### src/rtl/mult_datapath_if.sv
// Strobe/result bundle between the multiplier sequencer and its datapath.
// Sequencer drives S and the strobes; datapath returns M, A, B, X, count, Err.
interface mult_datapath_if #(
   parameter int WIDTH = 8,
   parameter int CNT_W = 4
);
   logic [WIDTH-1:0] S;
   logic             Clr_ld;
   logic             Add;
   logic             Sub;
   logic             Shift;
   logic             M;
   logic [WIDTH-1:0] Aval;
   logic [WIDTH-1:0] Bval;
   logic             X;
   logic [CNT_W-1:0] Shift_cnt;
   logic             Err;

   modport master (
      output S, Clr_ld, Add, Sub, Shift,
      input  M, Aval, Bval, X, Shift_cnt, Err
   );

   modport slave (
      input  S, Clr_ld, Add, Sub, Shift,
      output M, Aval, Bval, X, Shift_cnt, Err
   );
endinterface

### src/rtl/mult_datapath.sv
// X:A:B register chain of the signed add-shift multiplier.
// Ports: Clk, Reset (sync, active-low), dp (slave: strobes in, regs out).
module mult_datapath #(
   parameter int WIDTH = 8,
   parameter int CNT_W = 4
) (
   input  logic          Clk,
   input  logic          Reset,
   mult_datapath_if.slave dp
);

   logic [WIDTH-1:0] a_q, a_d;
   logic [WIDTH-1:0] b_q, b_d;
   logic             x_q, x_d;
   logic [CNT_W-1:0] cnt_q, cnt_d;
   logic             err_q, err_d;

   // One 9-bit adder; Sub inverts the operand and injects carry-in.
   logic [WIDTH:0] opnd;
   logic [WIDTH:0] sum;

   assign opnd = {dp.S[WIDTH-1], dp.S} ^ {(WIDTH+1){dp.Sub}};
   assign sum  = {a_q[WIDTH-1], a_q} + opnd
               + {{WIDTH{1'b0}}, dp.Sub};

   always_comb begin
      a_d   = a_q;
      b_d   = b_q;
      x_d   = x_q;
      cnt_d = cnt_q;
      err_d = err_q;
      if (dp.Clr_ld) begin
         a_d   = '0;
         x_d   = 1'b0;
         b_d   = dp.S;
         cnt_d = '0;
         err_d = 1'b0;
      end else if (dp.Sub || dp.Add) begin
         // Shift alongside arithmetic is dropped.
         a_d = sum[WIDTH-1:0];
         x_d = sum[WIDTH];
         if (dp.Sub && dp.Add)
            err_d = 1'b1;
      end else if (dp.Shift) begin
         a_d = {x_q, a_q[WIDTH-1:1]};
         b_d = {a_q[0], b_q[WIDTH-1:1]};
         if (cnt_q != '1)
            cnt_d = cnt_q + 1'b1;
      end
   end

   always_ff @(posedge Clk) begin
      if (!Reset) begin
         a_q   <= '0;
         b_q   <= '0;
         x_q   <= 1'b0;
         cnt_q <= '0;
         err_q <= 1'b0;
      end else begin
         a_q   <= a_d;
         b_q   <= b_d;
         x_q   <= x_d;
         cnt_q <= cnt_d;
         err_q <= err_d;
      end
   end

   assign dp.M         = b_q[0];
   assign dp.Aval      = a_q;
   assign dp.Bval      = b_q;
   assign dp.X         = x_q;
   assign dp.Shift_cnt = cnt_q;
   assign dp.Err       = err_q;

endmodule

### src/flat_wrapper.sv
// flat-port wrapper written by rule: the top's interface ports become plain ports
module mult_datapath_flat 
#(
   parameter int WIDTH = 8,
   parameter int CNT_W = 4
)
  (Clk, Reset, dp_S, dp_Clr_ld, dp_Add, dp_Sub, dp_Shift, dp_M, dp_Aval, dp_Bval, dp_X, dp_Shift_cnt, dp_Err);
  mult_datapath_if #(.WIDTH(WIDTH), .CNT_W(CNT_W)) dp_i ();
  input  logic Clk;
  input  logic Reset;
  input wire logic [$bits(dp_i.S)-1:0] dp_S;
  input wire logic [$bits(dp_i.Clr_ld)-1:0] dp_Clr_ld;
  input wire logic [$bits(dp_i.Add)-1:0] dp_Add;
  input wire logic [$bits(dp_i.Sub)-1:0] dp_Sub;
  input wire logic [$bits(dp_i.Shift)-1:0] dp_Shift;
  output wire logic [$bits(dp_i.M)-1:0] dp_M;
  output wire logic [$bits(dp_i.Aval)-1:0] dp_Aval;
  output wire logic [$bits(dp_i.Bval)-1:0] dp_Bval;
  output wire logic [$bits(dp_i.X)-1:0] dp_X;
  output wire logic [$bits(dp_i.Shift_cnt)-1:0] dp_Shift_cnt;
  output wire logic [$bits(dp_i.Err)-1:0] dp_Err;
  assign dp_i.S = dp_S;
  assign dp_i.Clr_ld = dp_Clr_ld;
  assign dp_i.Add = dp_Add;
  assign dp_i.Sub = dp_Sub;
  assign dp_i.Shift = dp_Shift;
  assign dp_M = dp_i.M;
  assign dp_Aval = dp_i.Aval;
  assign dp_Bval = dp_i.Bval;
  assign dp_X = dp_i.X;
  assign dp_Shift_cnt = dp_i.Shift_cnt;
  assign dp_Err = dp_i.Err;
  mult_datapath #(.WIDTH(WIDTH), .CNT_W(CNT_W)) u_core (.Clk(Clk), .Reset(Reset), .dp(dp_i));
endmodule
### config.mk
export PLATFORM = sky130hd
export DESIGN_NAME = mult_datapath_flat
export DESIGN_NICKNAME = d
export VERILOG_FILES = /design/src/rtl/mult_datapath_if.sv /design/src/rtl/mult_datapath.sv /design/src/flat_wrapper.sv
export SDC_FILE = /design/constraint.sdc
export NUM_CORES = 1
export LEC_CHECK = 0
export BUFFER_PORTS_ARGS = -buffer_cell sky130_fd_sc_hd__buf_2
export CAP_MARGIN = 20
export CORE_ASPECT_RATIO = 0.5
export CORE_MARGIN = 2
export CORE_UTILIZATION = 49
export CTS_BUF_LIST = sky130_fd_sc_hd__clkbuf_8
export DETAILED_ROUTE_END_ITERATION = 10
export PLACE_DENSITY = 0.88
export RECOVER_POWER = 25
export SYNTH_ARGS = -nofsm -noshare
export SYNTH_HDL_FRONTEND = slang
export SYNTH_SLANG_ARGS = --single-unit
### constraint.sdc
create_clock -name Clk -period 1.5 [get_ports Clk]
set_input_delay 0 -clock Clk [delete_from_list [all_inputs] [get_ports Clk]]
set_output_delay 0 -clock Clk [all_outputs]
set_load 0.02 [all_outputs]
==> results.md, run 1 <==
- Routed wire length: 5160 um
- Util after Layout: 0.748
- Critical path cell sequence: inv_2, fa_2, o21ai_4, xor2_1, nor2_1, a211oi_1
- Num CTS Buffers: 3
- Die Height: 41.5 um
- GRT overflow: 0
- GP Congestion: 0.814
- Ys flop type: dfxtp_1
- Fin crit share: 1.10
- DR vias: 1553
- Core outline area: 2640 sq um
- Vias in the first global route: 1417
- First-pass GRT wire length: 7260 um
- Vias/cell: 6.53
- HP Start: Reset
- Most frequent cells in the layout: buf_2 (27), nand2_1 (18), buf_4 (18), mux2i_1 (14), dfxtp_1 (14)
- # rows: 13
- Post-Layout Cell Count: 238
- CTS Buffer Depth: 2
- Post-route ant nets: 0
- Min Tclk post-route: 1.65 ns
- Post-synth ARST share: 0
- R2r worst-path depth: 6
- Clock skew: 0.0131 ns
- Cells after DPL: 233
- Failing checks: setup timing
- MaxCap Viol Count: 0
- Unrepaired setup endpoints after global routing: yes
- CTS HTree Levels: 1
- Synthesized Nets: 174
- Hold Crit Class: in2reg
- Top Family by Delay on Critical Path: adder cells
- Port buffer count: 36
- Outcome: complete, but fails checks
- Syn Area/Cell: 9.20 sq um
- Setup CP Type: reg2reg
- Hold depth: 2
- Crit path DAT: 1.84 ns
- DIE WIDTH: 79.1 um
- Setup violators final: 5
- Initial Utilization: 0.524
- Worst VDD drop: 0.522 mV
- RR Startpoint: u_core.dp.Aval[1]
- Slew headroom: 0.757
- PD cells: 1020 nW/um^2
- Fillers: 155
- Final Hold Fails: 0
- Post-synthesis register bit count: 22
- Sequential element share of the synthesized area: 0.319
- Total Routing Usage GR: 0.290
- Initial antenna violation count: 0
- Num Clock Sinks: 22
- Reg2reg end: u_core.dp.Aval[4]
- Pins Over Slew Limit: 0
- Final net count: 226
- Syn Std Cell Area: 1380 sq um
- Distinct cells, synth: 35
- Die area: 3280 sq um
- Initial DRC Count: 210
- Warnings from Yosys: 0
- CTS tree: built
- CP Max Fanout: 3
- Number of I/O pins: 37
- Most common cell after layout, fill and taps aside: buf_2
- Reg2Reg Setup Slack: -0.15 ns
- DRC: 0
- Wire per inst: 21.7 um
- Hold EP: u_core.dp.Bval[0]
- Startpoint Class: flop
- LEAKAGE: 0.923 nW
- EDFF count, synth: 0
- Actual transition at the worst max-transition pin: 0.363 ns
- Layout cells sized above 1: 0.403
- Worst setup margin: -0.150 ns
- CTS clock-pin slew for the worst setup and hold paths: 0.09 ns
- Worst path max stage delay: 0.42 ns
- Drt pass-1 iters: 5
- Clk root buf: clkbuf_8
- Area Overhead vs Synth: 42.8%
- FMAX: 606 MHz
- Skew-Pair Late Insertion Delay: 0.28 ns
- Critical-path top delay cell: fa_2
- CP bufs+invs: 1
- Diodes inserted: 0
- Mapped Cells: 150
- Crit path required time: 1.69 ns
- Crit end category: flop
- Largest net degree at the start of global routing: 17
- Hpwl dp: 2630 um
- Hold_buf cts: 0
## where the power goes
group	internal, mW	switching, mW
Combinational	0.344	0.429
Sequential	0.627	0.0483
Clock	0.357	0.213
Total	1.33	0.691
## layout make-up
class | count | area (sq um) | share of cell area
multi-input combinational | 116 | 1060 | 0.537
sequential | 22 | 455 | 0.231
timing repair buffer | 55 | 324 | 0.164
tap | 37 | 46.3 | 0.0235
clock buffer | 3 | 41.3 | 0.0210
clock inverter | 1 | 30.0 | 0.0152
inverter | 4 | 15.0 | 0.00762
## cells by family (layout without fill, tap and decap cells)
logic type               after synthesis  after routing  share of synthesized area
XOR/XNOR                              15             15                     0.0952
adder cells (fa/ha/maj)               10             10                     0.0961
AO/OA/AOI/OAI                         37             37                      0.200
buffers and inverters                 12             63                     0.0453
multiplexers                          15             15                      0.109
flip-flops                            22             22                      0.319
AND/OR/NAND/NOR                       39             39                      0.135
## worst max-delay path by stage
stage | startpoint | cells after the start | slack [ns] | end
floorplan | u_core.dp.Aval[0] | 6 | -0.02 | u_core.dp.Aval[6]
global placement | dp_Sub | 8 | -0.07 | u_core.dp.Aval[6]
detailed placement | dp_Sub | 8 | -0.18 | u_core.dp.Aval[6]
CTS | u_core.dp.Aval[0] | 6 | -0.07 | u_core.dp.Aval[4]
global route | u_core.dp.Aval[0] | 6 | -0.20 | u_core.dp.Aval[4]
finish | u_core.dp.Aval[1] | 6 | -0.15 | u_core.dp.Aval[4]
## synthesized netlist by cell type, types with 2 or more instances
library cell  instances  share of area
o21ai_0               6          0.022
mux2i_1              15           0.11
and2_1                2         0.0091
inv_1                 4          0.011
o211a_1               9          0.065
a21oi_1               8          0.029
clkbuf_1              3         0.0082
dfxtp_1              22           0.32
nor2_1                9          0.024
a31oi_1               2         0.0091
xnor2_1               4          0.025
ha_1                  9          0.082
o22ai_1               3          0.014
nand2_1              18          0.049
nand2b_1              2         0.0091
xor2_1               11          0.070
buf_4                 2          0.011
a211oi_1              4          0.022
## routing by layer
metal  track usage  part of all wire  vias up
met5             0                 0        -
met4         0.166             0.074        0
met3        0.0826              0.11       50
met2         0.439              0.42      145
met1         0.372              0.39      715
li1              -                 -      643
## repair_timing
action	4_1_cts	5_1_grt
resized for setup	18	11
buffers inserted	0	1
pin swaps	8	5
cloned	0	0
endpoints found under the setup margin	6	7
## sequential cells by signal, summed over array words and instances, names as in the netlist
signal / flops
u_core.dp.Aval: 8
u_core.dp.Bval: 8
u_core.dp.Err: 1
u_core.dp.Shift_cnt: 4
u_core.dp.X: 1
## metrics by stage
stage / total power [mW] / worst slack, ns / TNS [ns] / instance area [sq um] / hold WS, ns
floorplan: 1.03 / -0.0212 / -0.0212 / 1400 / 0.145
global placement: 1.20 / -0.0721 / -0.222 / 1730 / 0.277
detailed placement: 1.23 / -0.181 / -0.696 / 1730 / 0.292
CTS: 1.87 / -0.0746 / -0.156 / 1900 / 0.0258
global route: 2.08 / -0.202 / -0.686 / 1970 / 0.0560
finish: 2.02 / -0.150 / -0.518 / 1970 / 0.0662
No activity file was read; power rests on OpenSTA's default activity.
==> run 2, diff against run 1 <==
--- a/config.mk
+++ b/config.mk
@@ -14,6 +14,7 @@
 export DETAILED_ROUTE_END_ITERATION = 10
 export PLACE_DENSITY = 0.88
 export RECOVER_POWER = 25
+export REMOVE_ABC_BUFFERS = 1
 export SYNTH_ARGS = -nofsm -noshare
 export SYNTH_HDL_FRONTEND = slang
 export SYNTH_SLANG_ARGS = --single-unit
==> run 2 against run 1 <==
  * The flow still finishes with violations (setup timing)
  * Critical endpoint is now u_core.dp.Aval[2]
  * First-iteration DRC count is 17% lower
  * Critical path depth stayed put
  * Sequential cell count stayed put
  * Power is 1.7% higher
  * Final area is 5.3% higher
  * Non-clock buffer count is 11 higher
  * Sequential share of layout area is 1.5 points lower
  * Via count is 0.97% lower
  * Register-to-register slack better by 0.05 ns
  * Core utilization is 4.0 points higher
  * Sequential power hardly changed
  * Combinational power is 5.4% higher
==> results.md, run 2 (synthesis results as in run 1) <==
- Outcome: complete, but fails checks
- RR Startpoint: u_core.dp.Aval[1]
- WHS: 0.0513 ns (-0.0148 ns)
- Number of I/O pins: 37 (unchanged)
- # rows: 13 (unchanged)
- Util after Layout: 0.788 (+0.0399)
- Slew headroom: 0.734 (-0.0239)
- Clk root buf: clkbuf_8
- Drt pass-1 iters: 7 (+2)
- Pint: 1.36 mW (+2.1%)
- CP Max Fanout: 2 (-1)
- Tot Pwr: 2.05 mW (+1.7%)
- Critical path cell sequence: inv_2, fa_2, buf_4, xnor2_2, nor2_1, a211oi_1
- Setup violators final: 6 (+1)
- CTS tree: built
- Min Tclk post-route: 1.60 ns (-0.0527 ns)
- Final Hold Fails: 0 (unchanged)
- Core outline area: 2640 sq um (unchanged)
- Critical-path top delay cell: fa_2
- Reg2Reg Setup Slack: -0.1 ns (+0.05 ns)
- Vias/cell: 6.18 (-5.3%)
- Num CTS Buffers: 3 (unchanged)
- Clock skew: 0.00465 ns (-0.00842 ns)
- Port buffer count: 36 (unchanged)
- FMAX: 626 MHz (+3.3%)
- Crit path DAT: 1.76 ns (-0.08 ns)
- GRT overflow: 0 (unchanged)
- CTS Buffer Depth: 2 (unchanged)
- Largest net degree at the start of global routing: 17 (unchanged)
- First-pass GRT wire length: 7460 um (+2.8%)
- Wire per inst: 21.5 um (-0.82%)
- Initial Utilization: 0.524 (unchanged)
- Reg power frac: 0.328 (-0.007)
- Worst VDD drop: 0.711 mV (+36%)
- Initial antenna violation count: 0 (unchanged)
- Hold depth: 2 (unchanged)
- Worst setup margin: -0.0972 ns (+0.0527 ns)
- Post-route ant nets: 0 (unchanged)
- Hold Crit Class: in2reg
- Actual transition at the worst max-transition pin: 0.398 ns (+0.0357 ns)
- Hold EP: u_core.dp.Bval[7]
- Vias in the first global route: 1455 (+2.7%)
- LEAKAGE: 0.985 nW (+6.7%)
- Hpwl dp: 2820 um (+7.3%)
- Hold_buf cts: 0 (unchanged)
- Unrepaired setup endpoints after global routing: yes
- Crit path required time: 1.66 ns (-0.03 ns)
- Switching Fraction: 0.340 (-0.00211)
- GP Congestion: 0.830 (+1.9%)
- Crit end category: flop
- Skew-Pair Late Insertion Delay: 0.27 ns (about the same)
- MaxCap Viol Count: 0 (unchanged)
- HP Start: Reset
- Clock power share: 0.275 (-0.008)
- PD cells: 989 nW/um^2 (-3.4%)
- Sw power: 0.699 mW (+1.1%)
- DIE WIDTH: 79.1 um (unchanged)
- Die Height: 41.5 um (unchanged)
- Comb pwr share: 0.397 (+0.014)
- Layout cells sized above 1: 0.453 (+0.0498)
- Initial DRC Count: 175 (-17%)
- R2r worst-path depth: 6 (unchanged)
- Worst path max stage delay: 0.42 ns (about the same)
- Area Overhead vs Synth: 50.4%
- Total Routing Usage GR: 0.305 (+0.0151)
- Diodes inserted: 0 (unchanged)
- Reg2reg end: u_core.dp.Aval[2]
- Setup TNS: -0.354 ns (+0.164 ns)
- DRC: 0 (unchanged)
- CTS HTree Levels: 1 (unchanged)
- Startpoint Class: flop
- Most frequent cells in the layout: buf_2 (28), buf_4 (28), nand2_1 (16), dfxtp_1 (16), mux2i_1 (14)
- Fin crit share: 1.06 (-0.0351)
- Setup CP Type: reg2reg
- Pins Over Slew Limit: 0 (unchanged)
- Final net count: 237 (+4.9%)
- Num Clock Sinks: 22 (unchanged)
- Failing checks: setup timing
- CTS clock-pin slew for the worst setup and hold paths: 0.08 ns (about the same)
- Die area: 3280 sq um (unchanged)
- DR vias: 1538 (-0.97%)
- Routed wire length: 5350 um (+3.8%)
[run 2: how the worst max path moves through the flow]
stage	to	cells after the start	start
detailed placement	u_core.dp.X	6	u_core.dp.Aval[1]
CTS	u_core.dp.Aval[6]	5	u_core.dp.Aval[0]
finish	u_core.dp.Aval[2]	6	u_core.dp.Aval[1]
global route	u_core.dp.Aval[4]	6	u_core.dp.Aval[0]
global placement	u_core.dp.Aval[7]	9	dp_Sub
floorplan	u_core.dp.Aval[6]	5	u_core.dp.Aval[0]
[run 2: repair_timing]
item                                    4_1_cts  5_1_grt
pin swaps                                     6       14
endpoints found under the setup margin        7        7
buffers inserted                              1        1
resized for setup                            19       25
[run 2: critical path, delay by kind of cell, from the launching register on]
kind	cells	cell delay, ns
buf+inv	2	0.22
simple gates	1	0.07
flops	1	0.36
compound gates	1	0.26
xor+xnor	1	0.14
fa+ha+maj	1	0.42
[run 2: power by group through the flow]
stage | registers, mW | clock network [mW] | logic, mW
after detailed placement | 0.670 | 0 | 0.584
after global placement | 0.667 | 0 | 0.558
after global routing | 0.676 | 0.602 | 0.846
after CTS | 0.663 | 0.565 | 0.658
final | 0.674 | 0.566 | 0.815
after floorplan | 0.721 | 0 | 0.269
[run 2: layout make-up]
type | instances | area, sq um
tap | 37 | 46.3
clock inverter | 1 | 30.0
timing repair buffer | 66 | 412
clock buffer | 3 | 41.3
sequential | 22 | 448
fill | 147 | 559
multi-input combinational | 116 | 1080
inverter | 4 | 15.0
[run 2: stage by stage]
stage	instance area (sq um)	setup slack [ns]	std cells
5_1_grt	2080	-0.153	249
3_5_place_dp	1780	-0.277	243
6_report	2080	-0.0972	249
4_1_cts	1960	-0.0179	248
3_3_place_gp	1780	-0.161	243
2_1_floorplan	1330	-0.293	142
[run 2: per-layer routing]
layer  part of all wire  vias to the layer above  wire length [um]  track usage
li1                   -                      663                 -            -
met1               0.39                      703              2110        0.364
met2               0.44                      123              2380        0.486
met3              0.097                       49               521        0.100
met4              0.064                        0               342        0.172
met5                  0                        -                 0            0
==> run 3, diff against run 2 <==
--- a/config.mk
+++ b/config.mk
@@ -6,7 +6,7 @@
 export NUM_CORES = 1
 export LEC_CHECK = 0
 export BUFFER_PORTS_ARGS = -buffer_cell sky130_fd_sc_hd__buf_2
-export CAP_MARGIN = 20
+export CAP_MARGIN = 10
 export CORE_ASPECT_RATIO = 0.5
 export CORE_MARGIN = 2
 export CORE_UTILIZATION = 49
@@ -18,3 +18,4 @@
 export SYNTH_ARGS = -nofsm -noshare
 export SYNTH_HDL_FRONTEND = slang
 export SYNTH_SLANG_ARGS = --single-unit
+export TNS_END_PERCENT = 5
==> run 3 against run 2 <==
  * The flow still finishes with violations (setup timing)
  * Die area unchanged
  * Count of clock-buffer cells in the layout unchanged
  * Sequential power down 0.7%
  * Final cell count down 0.40%
  * Worst hold slack better by 0.0027 ns
  * Setup slack worse by 0.030 ns
  * Sequential cell count unchanged
  * Clock power about the same
  * Fmax down 1.9%
  * Largest cell class unchanged
  * Highest routed layer unchanged
==> results.md, run 3 (synthesis results as in run 1) <==
- Outcome: complete, but fails checks
- Failing checks: setup timing
- Skew-Pair Late Insertion Delay: 0.27 ns (about the same)
- Reg area: 447 sq um (-0.28%)
- Wire per inst: 20.9 um (-3.0%)
- Hold Crit Class: in2reg
- Final Hold Fails: 0 (unchanged)
- Die area: 3280 sq um (unchanged)
- DIE WIDTH: 79.1 um (unchanged)
- Layout cells sized above 1: 0.417 (-0.0358)
- Setup violators final: 6 (unchanged)
- Routed wire length: 5180 um (-3.3%)
- First-pass GRT wire length: 7460 um (unchanged)
- Clk root buf: clkbuf_8
- CTS tree: built
- Crit path DAT: 1.78 ns (+0.02 ns)
- Worst VDD drop: 0.720 mV (+1.3%)
- Top Family by Delay on Critical Path: flip-flops
- Actual transition at the worst max-transition pin: 0.507 ns (+0.109 ns)
- Clock skew: 0.00580 ns (+0.00115 ns)
- Drt pass-1 iters: 5 (-2)
- Die Height: 41.5 um (unchanged)
- Vias/cell: 6.34 (+2.6%)
- Area Overhead vs Synth: 45.3%
- Total Routing Usage GR: 0.305 (unchanged)
- PD cells: 1000 nW/um^2 (+1.2%)
- Final net count: 236 (-0.42%)
- CP Max Fanout: 3 (+1)
- Worst path max stage delay: 0.33 ns (-0.09 ns)
- Final instance area: 2010 sq um (-3.4%)
- LEAKAGE: 0.974 nW (-1.1%)
- GP Congestion: 0.830 (unchanged)
- CTS Buffer Depth: 2 (unchanged)
- GRT overflow: 0 (unchanged)
- FMAX: 614 MHz (-1.9%)
- Diodes inserted: 0 (unchanged)
- DR vias: 1572 (+2.2%)
- Startpoint Class: flop
- Fin crit share: 1.09 (+0.0203)
- CP most frequent cell: buf_4
- CP bufs+invs: 2 (unchanged)
- Hold_buf cts: 0 (unchanged)
- Initial Utilization: 0.524 (unchanged)
- Multi-input combinational cell area: 1030 sq um (-5.3%)
- CTS clock-pin slew for the worst setup and hold paths: 0.08 ns (about the same)
- Worst setup margin: -0.128 ns (-0.0305 ns)
- Setup TNS: -0.464 ns (-0.110 ns)
- Min Tclk post-route: 1.63 ns (+0.0305 ns)
- Pins Over Slew Limit: 0 (unchanged)
- CTS HTree Levels: 1 (unchanged)
- Most frequent cells in the layout: buf_2 (28), buf_4 (28), dfxtp_1 (17), nand2_1 (16), mux2i_1 (14)
- Slew headroom: 0.657 (-0.0762)
- Crit end category: flop
- Num CTS Buffers: 3 (unchanged)
- Initial DRC Count: 145 (-17%)
- Area after DPL: 1780 sq um (unchanged)
- MaxCap Viol Count: 0 (unchanged)
- Post-route ant nets: 0 (unchanged)
- Port buffer count: 36 (unchanged)
- Largest net degree at the start of global routing: 17 (unchanged)
- Setup CP Type: reg2reg
- Number of I/O pins: 37 (unchanged)
- Core outline area: 2640 sq um (unchanged)
- # rows: 13 (unchanged)
- Fillers: 162 (+10%)
- Critical-path top delay cell: dfxtp_2
- Unrepaired setup endpoints after global routing: yes
- Vias in the first global route: 1455 (unchanged)
- Hpwl dp: 2820 um (unchanged)
- Initial antenna violation count: 0 (unchanged)
- Critical path cell sequence: buf_4, ha_1, nand2_2, o21ai_4, buf_4, xnor2_1, a211oi_2
- DRC: 0 (unchanged)
- Tot Pwr: 2.01 mW (-2.2%)
- Crit path required time: 1.66 ns (about the same)
- Num Clock Sinks: 22 (unchanged)
[run 3: routing by layer]
layer	track usage	vias up	part of all wire
met5	0	-	0
met4	0.172	0	0.080
met3	0.100	52	0.11
met2	0.486	147	0.43
met1	0.364	714	0.39
li1	-	659	-
[run 3: power by group]
part           internal [mW]  switching (mW)
Clock                  0.357           0.208
Sequential             0.627          0.0418
Combinational          0.342           0.433
Total                   1.33           0.682
[run 3: final timing paths]
kind	to	cells past startpoint	from	slack [ns]
setup / recovery	u_core.dp.Aval[3]	7	u_core.dp.Aval[1]	-0.13
hold / removal	u_core.dp.Bval[1]	2	Reset	0.05
setup reg to reg	u_core.dp.Aval[3]	7	u_core.dp.Aval[1]	-0.13
hold reg to reg	u_core.dp.X	2	u_core.dp.X	0.54
[run 3: stage by stage]
step / instances / utilization / setup WS, ns / hold slack [ns]
after detailed placement: 243 / 0.676 / -0.277 / 0.304
after floorplan: 142 / - / -0.293 / 0.133
after CTS: 248 / 0.743 / -0.0179 / 0.0405
after global routing: 248 / 0.761 / -0.146 / 0.0544
final: 248 / 0.761 / -0.128 / 0.0541
after global placement: 243 / 0.676 / -0.161 / 0.271
[run 3: timing repair]
action | 4_1_cts | 5_1_grt
resized for setup | 19 | 13
pin swaps | 6 | 3
endpoints found under the setup margin | 7 | 7
buffers inserted | 1 | 0
[run 3: area by class of cell]
cell class,count,area share
Timing Repair Buffer,65,0.200
Inverter,4,0.00749
Clock buffer,3,0.0206
Multi-Input combinational cell,116,0.512
Sequential cell,22,0.223
Tap cell,37,0.0231
Clock inverter,1,0.0150
